[src/rtl/bus_pkg.sv]
// bus_pkg: shared FSM encoding, bus constants and round-robin index helper for bus_arbiter.
package bus_pkg;
  localparam logic [1:0] IDLE    = 2'd0;
  localparam logic [1:0] GRANT   = 2'd1;
  localparam logic [1:0] RELEASE = 2'd2;
  localparam int ADDR_W      = 8;
  localparam int NUM_REQ_DEF = 4;
  function automatic int rr_idx(input int base, input int off, input int n);
    return (base + off) % n;
  endfunction
endpackage

[src/rtl/bus_arbiter_if.sv]
// bus_arbiter_if: request/grant bundle between the cache-side requesters (master) and the arbiter (slave).
interface bus_arbiter_if
  import bus_pkg::*;
#(
  parameter int NUM_REQ = NUM_REQ_DEF,
  parameter int ID_W    = 2
);
  logic [NUM_REQ-1:0] req;
  logic [NUM_REQ-1:0] done;
  logic [NUM_REQ-1:0] gnt;
  logic               bus_busy;
  logic [ID_W-1:0]    owner_id;
  logic               timeout_err;
  modport master(output req, done, input gnt, bus_busy, owner_id, timeout_err);
  modport slave(input req, done, output gnt, bus_busy, owner_id, timeout_err);
endinterface

[src/rtl/rr_pick.sv]
// rr_pick: combinational round-robin select; first set req at or after ptr (wrapping) wins.
module rr_pick
  import bus_pkg::*;
#(
  parameter int N = NUM_REQ_DEF,
  parameter int W = 2
) (
  input  logic [N-1:0] req,
  input  logic [W-1:0] ptr,
  output logic [N-1:0] onehot,
  output logic [W-1:0] idx,
  output logic         valid
);
  always_comb begin
    onehot = '0;
    idx    = '0;
    valid  = 1'b0;
    for (int i = 0; i < N; i++) begin
      if (!valid && req[rr_idx(int'(ptr), i, N)]) begin
        valid = 1'b1;
        idx   = W'(rr_idx(int'(ptr), i, N));
        onehot[rr_idx(int'(ptr), i, N)] = 1'b1;
      end
    end
  end
endmodule

[src/rtl/bus_arbiter.sv]
// bus_arbiter: round-robin owner of the shared address bus, IDLE/GRANT/RELEASE with one turnaround cycle.
// Define BUS_ARB_TIMEOUT_EN to bound each tenure to TIMEOUT_CYC grant cycles.
module bus_arbiter
  import bus_pkg::*;
#(
  parameter int NUM_REQ     = NUM_REQ_DEF,
  parameter int ID_W        = 2,
  parameter int TIMEOUT_CYC = 16
) (
  input logic clk,
  input logic rst,
  bus_arbiter_if.slave bus
);
  if (ID_W != $clog2(NUM_REQ) || TIMEOUT_CYC < 2) begin : g_bad_param
    $error("bus_arbiter: ID_W must be clog2(NUM_REQ) and TIMEOUT_CYC at least 2");
  end
  logic [1:0]         state;
  logic [ID_W-1:0]    ptr;
  logic [NUM_REQ-1:0] gnt;
  logic               busy;
  logic [ID_W-1:0]    owner;
  logic               terr;
  logic [NUM_REQ-1:0] pick_onehot;
  logic [ID_W-1:0]    pick_idx;
  logic               pick_valid;
  logic               own_req;
  logic               own_done;
  logic               expire;
  rr_pick #(.N(NUM_REQ), .W(ID_W)) u_pick (
    .req   (bus.req),
    .ptr   (ptr),
    .onehot(pick_onehot),
    .idx   (pick_idx),
    .valid (pick_valid)
  );
  assign own_req  = bus.req[owner];
  assign own_done = bus.done[owner];
`ifdef BUS_ARB_TIMEOUT_EN
  localparam int CNT_W = $clog2(TIMEOUT_CYC);
  logic [CNT_W-1:0] cnt;
  assign expire = cnt == CNT_W'(TIMEOUT_CYC - 1);
  // Holding the count at zero in IDLE makes it read zero on the first grant cycle.
  always_ff @(posedge clk or negedge rst)
    if (!rst) begin
      cnt  <= '0;
      terr <= 1'b0;
    end else begin
      cnt  <= (state == GRANT) ? cnt + CNT_W'(1) : '0;
      terr <= (state == GRANT) && expire && own_req && !own_done;
    end
`else
  assign expire = 1'b0;
  assign terr   = 1'b0;
`endif
  always_ff @(posedge clk or negedge rst)
    if (!rst) begin
      state <= IDLE;
      gnt   <= '0;
      busy  <= 1'b0;
      owner <= '0;
      ptr   <= '0;
    end else if (state == IDLE) begin
      if (pick_valid) begin
        gnt   <= pick_onehot;
        busy  <= 1'b1;
        owner <= pick_idx;
        state <= GRANT;
      end
    end else if (state == GRANT) begin
      if (own_done || !own_req || expire) begin
        gnt   <= '0;
        busy  <= 1'b0;
        ptr   <= (owner == ID_W'(NUM_REQ - 1)) ? '0 : owner + ID_W'(1);
        state <= RELEASE;
      end
    end else begin
      state <= IDLE;
    end
  assign bus.gnt         = gnt;
  assign bus.bus_busy    = busy;
  assign bus.owner_id    = owner;
  assign bus.timeout_err = terr;
endmodule

[src/flat_wrapper.sv]
// flat-port wrapper written by rule: the top's interface ports become plain ports
module bus_arbiter_flat import bus_pkg::*;
#(
  parameter int NUM_REQ     = NUM_REQ_DEF,
  parameter int ID_W        = 2,
  parameter int TIMEOUT_CYC = 16
)
  (clk, rst, bus_req, bus_done, bus_gnt, bus_bus_busy, bus_owner_id, bus_timeout_err);
  bus_arbiter_if #(.NUM_REQ(NUM_REQ), .ID_W(ID_W)) bus_i ();
  input logic clk;
  input logic rst;
  input wire logic [$bits(bus_i.req)-1:0] bus_req;
  input wire logic [$bits(bus_i.done)-1:0] bus_done;
  output wire logic [$bits(bus_i.gnt)-1:0] bus_gnt;
  output wire logic [$bits(bus_i.bus_busy)-1:0] bus_bus_busy;
  output wire logic [$bits(bus_i.owner_id)-1:0] bus_owner_id;
  output wire logic [$bits(bus_i.timeout_err)-1:0] bus_timeout_err;
  assign bus_i.req = bus_req;
  assign bus_i.done = bus_done;
  assign bus_gnt = bus_i.gnt;
  assign bus_bus_busy = bus_i.bus_busy;
  assign bus_owner_id = bus_i.owner_id;
  assign bus_timeout_err = bus_i.timeout_err;
  bus_arbiter #(.NUM_REQ(NUM_REQ), .ID_W(ID_W), .TIMEOUT_CYC(TIMEOUT_CYC)) u_core (.clk(clk), .rst(rst), .bus(bus_i));
endmodule
[config.mk]
export PLATFORM = sky130hd
export DESIGN_NAME = bus_arbiter_flat
export DESIGN_NICKNAME = d
export VERILOG_FILES = /design/src/rtl/bus_pkg.sv /design/src/rtl/bus_arbiter_if.sv /design/src/rtl/rr_pick.sv /design/src/rtl/bus_arbiter.sv /design/src/flat_wrapper.sv
export SDC_FILE = /design/constraint.sdc
export NUM_CORES = 1
export LEC_CHECK = 0
export CAP_MARGIN = 20
export CORE_UTILIZATION = 50
export CTS_BUF_LIST = sky130_fd_sc_hd__clkbuf_4 sky130_fd_sc_hd__clkbuf_8
export DETAILED_ROUTE_END_ITERATION = 7
export GPL_TIMING_DRIVEN = 0
export PLACE_DENSITY = 0.75
export SETUP_SLACK_MARGIN = 0.15
export SKIP_CTS_REPAIR_TIMING = 1
export SLEW_MARGIN = 20
export SYNTH_ARGS = -nofsm -noshare
export SYNTH_HDL_FRONTEND = slang
export SYNTH_SLANG_ARGS = --single-unit
[constraint.sdc]
create_clock -name clk -period 2.7 [get_ports clk]
set_input_delay 0.405 -clock clk [delete_from_list [all_inputs] [get_ports clk]]
set_output_delay 0.405 -clock clk [all_outputs]
set_load 0.01 [all_outputs]
After elaboration in Yosys (flattened, before gate mapping)
Index checks and enable logic that the tools add are counted.
W data, S select, Z words.
- flip-flop bits (word level): 11
- input bits: 10
- output and inout port bits: 8
- logic and storage cells: 99
- $add $sub $neg: 4
- $lt $le $gt $ge: 9
- equal/unequal tests: 4
- muxes and demuxes: 48
- bitwise operators: 7
- reductions and logical operators: 22
- operators by type and width (kind ; count):
    $mux W4 ; 8
    $mux W1 ; 21
    $mux W2 ; 9
    $bmux W1 S2 ; 6
    $lt A3 B4 Y1 const B ; 3
    $or A4 B4 Y4 ; 3
    $ge A3 B1 Y1 const B ; 3
    $demux W1 S2 ; 4
    $logic_and A1 B1 Y1 ; 7
    $lt A2 B3 Y1 const B ; 2
    $reduce_and A3 Y1 ; 2
    $reduce_or A2 Y1 ; 3
    $add A2 B1 Y2 const B ; 2
    $add A2 B2 Y2 const B ; 2
    $logic_not A1 Y1 ; 4
    $reduce_and A2 Y1 ; 2
    $reduce_bool A2 Y1 ; 2
    $and A1 B1 Y1 const A ; 3
    $ne A3 B2 Y1 const B ; 1
    $eq A2 B1 Y1 const B ; 1
    $eq A2 B2 Y1 const B ; 1
    $ge A2 B1 Y1 const B ; 1
    $logic_not A2 Y1 ; 1
    $ne A2 B1 Y1 const B ; 1
    2 further kinds ; 2

Depth between registers and ports, before layout
- depth in word-level cells: 16
- mapped depth: 9
- depth with buffers taken out: 7

Cells and area by module
Synthesis repeated with hierarchy kept, for this count alone.
- cell total of the unflattened synthesis: 95
- area, all modules: 943.4 sq um
- by module, submodules not included (module ; times used ; cells an instance ; area each (sq um) ; sequential area each (sq um)):
    bus_arbiter ; 1 ; 50 ; 524.3 ; 275.3
    rr_pick ; 1 ; 45 ; 419.2 ; 0.0

Worst setup path before layout
Ideal clock, no wire load.
- kind: reg-to-reg
- start point: register u_core.ptr[0]
- end point: register u_core.owner[1] (netlist: u_core.bus.owner_id[1])
- library setup time: 0.110 ns
- data arrival time: 2.316 ns
- data required time: 2.590 ns
- setup slack: 0.274 ns
- stages on the path, launching flop included: 9
- buffers on the path: 1
- period minus slack after synthesis: 2.426 ns
- path through: dfrtp_1 -> inv_1 -> ha_1 -> mux2_2 -> mux2_2 -> o31ai_4 -> buf_6 -> nand2_1 -> o41ai_1
- cells in the longest elaborated chain, start to end: 13
- elaborated cells between the ends (all ways): 29
- those cells by class: 3 x add/sub; 19 x mux; 7 x reduce/logical
- RTL lines (what ; line ; source):
    start: declaration ; bus_arbiter.sv:18 ; logic [ID_W-1:0] ptr;
    start signal: assignment ; bus_arbiter.sv:73 ; ptr <= (owner == ID_W'(NUM_REQ - 1)) ? '0 : owner + ID_W'(1);
    $add A2 B1 Y2 / $bmux W1 S2 (equally long branches) ; bus_pkg.sv:9, rr_pick.sv:19 ;
    $bmux W1 S2 / $mux W1 (equally long branches) ; rr_pick.sv:19 ; if (!valid && req[rr_idx(int'(ptr), i, N)]) begin
    $mux W1 (implied by the code) ; rr_pick.sv:19 ;
    $mux W1 (implied by the code) / $logic_not A1 Y1 (equally long branches) ; rr_pick.sv:19 ;
    $logic_and A1 B1 Y1 ; rr_pick.sv:19 ;
    $mux W1 ; rr_pick.sv:19 ;
    $logic_not A1 Y1 ; rr_pick.sv:19 ;
    $logic_and A1 B1 Y1 ; rr_pick.sv:19 ;
    $mux W1 ; rr_pick.sv:19 ;
    $logic_not A1 Y1 ; rr_pick.sv:19 ;
    $logic_and A1 B1 Y1 ; rr_pick.sv:19 ;
    $mux W1 ; rr_pick.sv:19 ;
    $reduce_and A2 Y1 (no source line) ; n/a ;
    end signal: assignment ; bus_arbiter.sv:66 ; owner <= pick_idx;
    end: declaration ; bus_arbiter.sv:21 ; logic [ID_W-1:0] owner;
Parallel ways exist; a longest one is shown, timed or not. The select of a mux whose other input is x is not followed.
A chain may end at the register's enable or synchronous reset.

Worst setup path after layout
- start point: register u_core.ptr[1]
- end point: register u_core.gnt[0] (netlist: u_core.bus.gnt[0])
- cells in the longest elaborated chain, start to end: 15
- elaborated cells between the ends (all ways): 61
- those cells by class: 3 x add/sub; 8 x order compare; 1 x eq/ne; 29 x mux; 6 x bitwise; 14 x reduce/logical
- RTL lines (what ; line ; source):
    $add A2 B1 Y2 ; bus_pkg.sv:9 ; return (base + off) % n;
    $reduce_or A2 Y1 (no source line) ; n/a ;
    $and A1 B1 Y1 (no source line) ; n/a ;
    $lt A3 B4 Y1 (implied by the code) / $ge A3 B1 Y1 (equally long branches) ; rr_pick.sv:22 ; onehot[rr_idx(int'(ptr), i, N)] = 1'b1;
    $logic_and A1 B1 Y1 (implied by the code) ; rr_pick.sv:22 ;
    $mux W1 (implied by the code) ; rr_pick.sv:22 ;
    $demux W1 S2 ; rr_pick.sv:22 ;
    $or A4 B4 Y4 (no source line) ; n/a ;
    $mux W4 ; rr_pick.sv:19 ;
    $or A4 B4 Y4 (no source line) ; n/a ;
    $mux W4 ; rr_pick.sv:19 ;
    $or A4 B4 Y4 (no source line) ; n/a ;
    $mux W4 ; rr_pick.sv:19 ;
    $mux W4 ; bus_arbiter.sv:63 ; if (pick_valid) begin
    $mux W4 ; bus_arbiter.sv:62 ; end else if (state == IDLE) begin
    end signal: assignment ; bus_arbiter.sv:64 ; gnt <= pick_onehot;
    end: declaration ; bus_arbiter.sv:19 ; logic [NUM_REQ-1:0] gnt;
Parallel ways exist; a longest one is shown, timed or not. The select of a mux whose other input is x is not followed.

==> results_dict.tcl <==
set metrics [dict create \
    routed_wl_mm 2.69 \
    die_area_sq_um 2440 \
    synthSimpleGateAreaFrac_pct 19.1 \
    layout-drive-gt1-share_pct 26.8 \
    p_switching_uw 872 \
    worst_pin_slew_ps 478 \
    seq_area_frac_synth_pct 24.6 \
    area_delta_synth_final_pct 28.5 \
    synth_cell_type_count 36 \
    yosys-top-cells-count "nand2_1, nand2b_1, dfrtp_1" \
    internal_power_mw 1.07 \
    skew_ps 1.72 \
    rsz0062_at_grt "no" \
    yosysWarnings 0 \
    report.final.slew_viol_count 0 \
    antenna_found_initial 0 \
    diodes 0 \
    hold_class "in -> async" \
    ioPinCount 18 \
    drt-pass1-iter-count 4 \
    holdWs_ps 458 \
    htreeDepth 1 \
    required_ps 2890 \
    synth_flop_cell "dfrtp_1" \
    swShare_pct 44.9 \
    root_buffer "clkbuf_4" \
    ys_ff_latch 11 \
    setup_violations 0 \
    synthArstFlopShare_pct 100 \
    drc 0 \
    fmax_mhz 408 \
    synth_top_area_share_pct 24.6 \
    ir_drop_mv 0.922 \
    die_w_um 49.4 \
    synthTopCellsByArea "dfrtp_1, ha_1, nand2b_1" \
    dieHeight_um 49.4 \
    ant_nets 0 \
    grt_max_degree 12 \
    clk_latency_ps 270 \
    max-clock-path-buffers 2 \
    fillers 171 \
    fin_util_pct 70.5 \
    power_frac_clock_pct 6.4 \
    post_dp_cell_area_sq_um 1320 \
    timing.max_cap.violations 0 \
    status "finished, final reports clean" \
    tns_ps 0 \
    period_needed_ps 2450 \
    synth_xor_area_share_pct 0.781 \
    sequentialPowerShare_pct 16.5 \
    wl_per_cell_um 15.9 \
    dp.final_hpwl_mm 1.91 \
    arrival_ps 2640 \
    rows 16 \
    numCtsBuffers 3 \
    synth_edf_count 0 \
    grt_pass1_vias 964 \
    cts_tree "done" \
    p_per_area_nw_per_um2 1350 \
    core_sq_um 2040 \
    first_iter_violations 18 \
    syn_area_per_cell_sq_um 9.83 \
    vias 975 \
    synth_area_sq_um 1120 \
    gp_congestion 0.895 \
    cp-start-kind "flip-flop" \
    cts.sinks 11 \
    nets 162 \
    synth_adder_area_share_pct 10.0 \
    clk_pin_slew_ps 70 \
    cp-end-kind "flip-flop" \
    grt-ovfl-total 0 \
    grt_use_total_pct 23.2 \
    initial_core_util_pct 54.9 \
    viasPerCell 5.77 \
    synth_top_family_by_area "compound AO/OA/AOI/OAI gates" \
    slew_headroom_pct 67.3 \
    port_buffers 16 \
    synth-compound-area-share_pct 22.4 \
    synth_top_area_cell "dfrtp_1" \
    worstPathMaxFanout 10 \
    p_leak_nw 0.600 \
    min_period_over_period_pct 90.8 \
    syn_inst 114 \
    worstSetupPathType "reg -> reg" \
    final_hold_viol_count 0 \
    synth_nets 133 \
    synthMuxAreaShare_pct 17.0 \
    stdcell_area_sq_um 1440 \
    grt_pass1_wl_mm 4.34 \
    combPwrFrac_pct 77.0 \
]
==> power by group through the flow <==
stage	combinational (mW)	sequential (mW)	clock, mW
after global routing	1.63	0.333	0.135
after global placement	1.25	0.340	0
after floorplan	0.940	0.349	0
after detailed placement	1.28	0.344	0
after CTS	1.29	0.341	0.127
final	1.49	0.321	0.125
==> registers in the layout, summed over array words and instances, names as in the netlist <==
register,count
u_core.bus.bus_busy,1
u_core.state,2
u_core.bus.owner_id,2
u_core.ptr,2
u_core.bus.gnt,4
==> worst paths after layout <==
check | from | end | slack [ps] | cells after the start
min in group clk | u_core.bus.bus_busy | u_core.bus.bus_busy | 480 | 2
setup / recovery | u_core.ptr[1] | u_core.bus.gnt[0] | 250 | 9
hold / removal | rst | u_core.bus.gnt[0] | 460 | 1
hold reg to reg | u_core.bus.bus_busy | u_core.bus.bus_busy | 480 | 2
setup reg to reg | u_core.ptr[1] | u_core.bus.gnt[0] | 250 | 9
max in group asynchronous | rst | u_core.ptr[1] | 1890 | 1
==> layout by cell type (no fill, tap or decap), drive strengths merged, types with 5 or more instances in the layout <==
master and instances:
ha 9, o21ai 5, clkbuf 6, clkdlybuf4s50 16, nand2b 14, mux2 5, dfrtp 11, nand2 14
buf 13, a21oi 5
==> kinds of logic (layout without fill, tap and decap cells) <==
group | Yosys count | count (layout)
AOI/OAI and AO/OA | 31 | 31
xor gates and xnor gates | 1 | 1
adders and majority gates | 9 | 9
buffers and inverters | 10 | 38
DFF | 11 | 11
muxes | 13 | 13
other | 1 | 1
and+or+nand+nor | 38 | 38
==> metrics by stage <==
stage          power [mW]  instances  setup WS, ps
6_report             1.94        169           249
5_1_grt              2.10        169           117
4_1_cts              1.75        161          -140
3_5_place_dp         1.62        157          -125
3_3_place_gp         1.59        157         -88.5
2_1_floorplan        1.29        114           274
==> critical path: stages, from the launching register on <==
cell	delay (ps)
dfrtp_2	370
buf_6	150
clkinvlp_4	130
ha_4	320
mux2_2	400
mux2_4	330
nor4b_4	270
buf_4	180
a221oi_2	60
a21oi_1	140
==> routing by layer <==
layer  GRT usage, %  part of all wire (%)  routed length [um]  up-vias
li1               -                     -                   -      483
met1           31.9                    48                1280      461
met2           36.8                    47                1280       27
met3           5.61                   3.5                  95        4
met4           4.90                   1.3                  34        0
met5              0                     0                   0        -
==> final cells by class <==
cell class	instances	area [sq um]	share of cell area, %
Timing Repair Buffer	24	220	15.3
Buffer	7	53.8	3.74
Sequential cell	11	278	19.3
Tap cell	27	33.8	2.35
Inverter	3	15.0	1.04
Multi-Input combinational cell	93	810	56.2
Clock buffer	4	30.0	2.09
Power figures use the tool's default switching activity.
==> patch, RTL diff (same settings) <==
Build with the macro `BUS_ARB_TIMEOUT_EN` defined.
--- a/src/rtl/bus_arbiter.sv
+++ b/src/rtl/bus_arbiter.sv
@@ -2,2 +2,4 @@
 // Define BUS_ARB_TIMEOUT_EN to bound each tenure to TIMEOUT_CYC grant cycles.
+`define BUS_ARB_TIMEOUT_EN
+
 module bus_arbiter
Function: same outputs for any inputs over 4 cycles, from zero or initial values and one cycle with rst low; that may be too few to reach the edited logic, so the function may still have changed.
==> patch against the unedited design <==
  * Power is 1.1% higher
  * Wire length is 12% higher
  * Sequential cell count is 5 higher
  * Sequential share of layout area is 5.9 points higher
  * Worst setup slack worse by 0.014 ns
  * Area after synthesis is 15% higher
  * Cell area is 11% higher
  * Largest cell class unchanged
==> patch: results (changes against the unedited design) <==
- Final #Nets: 174 (+7.4%)
- Commonest cells in the netlist: dfrtp_1 (16), nor2_1 (11)
- Tightest Pin Transition: 0.697 ns (+0.220 ns)
- Vias in the first global route: 1072 (+11%)
- Vias per inst: 6.18 (+7.0%)
- Share of cells above drive strength 1: 24.0% (-2.7 points)
- Synth area leaders: dfrtp_1 (31%), ha_1 (8.8%), mux4_2 (7.0%), nand2b_1 (4.4%), nor2b_1 (4.4%)
- Leak: 0.657 nW (+9.6%)
- Peak supply drop: 695 µV (-25%)
- Clock Skews: 0.00979 ns (+0.00807 ns)
- Wire length per cell: 16.6 µm (+4.4%)
- Synth unique cells: 33 (-8.3%)
- Hold_ws: 0.466 ns (+0.00764 ns)
- Sequential area share after synthesis: 31.2% (+6.6 points)
- Fillers: 186 (+8.8%)
- Drt first pass iters: 5 (+1)
- GP Congestion: 0.786 (-12%)
- Port bufs: 16 (unchanged)
- Worst-Skew Late Latency: 0.29 ns (+0.02 ns)
- Clock-pin slew on the worst setup and hold paths: 0.10 ns (+0.03 ns)
- Critical path endpoint: u_core.bus.gnt[0]$_DFFE_PN0P_
- Max clock buf depth: 2 (unchanged)
- Reg2Reg Depth: 9 (unchanged)
- Arrival time worst endpoint: 2.69 ns (+0.05 ns)
- Post-DP HPWL: 2260 µm (+18%)
- Worst Path Max Fanout: 8 (-2)
- Async SR Flop Fraction: 100% (unchanged)
- Setup crit start: u_core.ptr[1]$_DFFE_PN0P_
- Initial antenna violation count: 0 (unchanged)
- First-pass GRT wire length: 4900 µm (+13%)
- Largest net degree at the start of global routing: 17 (+5)
- Largest registers: u_core.bus.gnt x4, u_core.cnt x4
- YS warnings: 0 (unchanged)
- Total track usage: 24.6% (+1.4 points)
- DRT iter0 DRCs: 21 (+3)
- HP Class: reg -> reg
- Synthesized Nets: 148 (+11%)
- Outcome: completed
-- patch: per-stage QoR --
step | TNS, ns | cell area [µm²] | cells | setup WS, ns
after floorplan | 0 | 1280 | 129 | 0.351
after global placement | 0 | 1480 | 173 | 0.0535
after detailed placement | -0.0465 | 1480 | 173 | -0.0465
after CTS | -0.0501 | 1520 | 177 | -0.0371
after global routing | 0 | 1600 | 182 | 0.157
final | 0 | 1600 | 182 | 0.235
-- patch: cells by family after synthesis --
group,after synthesis,share of synthesized area (%)
simple gates,43,17.6
compound gates,33,19.7
flops,16,31.2
mux,13,15.6
buf+inv,12,5.07
fa+ha+maj,9,8.77
xor+xnor,3,2.05
-- patch: layout make-up --
| cell class | count | share of cell area (%) |
|---|---|---|
| sequential | 16 | 25.2 |
| buffer | 7 | 3.06 |
| clock buffer | 4 | 2.27 |
| inverter | 5 | 1.65 |
| multi-input combinational | 101 | 53.3 |
| timing repair buffer | 21 | 12.4 |
| tap | 28 | 2.20 |
-- patch: critical path, cell delays in order, from the launching register on --
cell        delay, ns
dfrtp_1          0.38
buf_6            0.15
clkinvlp_4       0.12
ha_1             0.29
clkbuf_4         0.18
mux4_2           0.33
or3_4            0.39
nor2_2           0.21
o2bb2ai_1        0.17
a22o_1           0.16
-- patch: routing by layer --
layer,GRT usage (%),share of wire [%],vias to the layer above
met5,0,0,-
met4,6.58,1.1,0
met3,5.22,6.7,4
met2,43.9,50,48
met1,29.5,42,542
li1,-,-,530
-- patch: power by group --
part | internal, mW | total (mW) | switching, mW
Combinational | 0.677 | 1.40 | 0.719
Clock | 0.0821 | 0.161 | 0.0790
Sequential | 0.333 | 0.404 | 0.0710
Total | 1.09 | 1.96 | 0.869
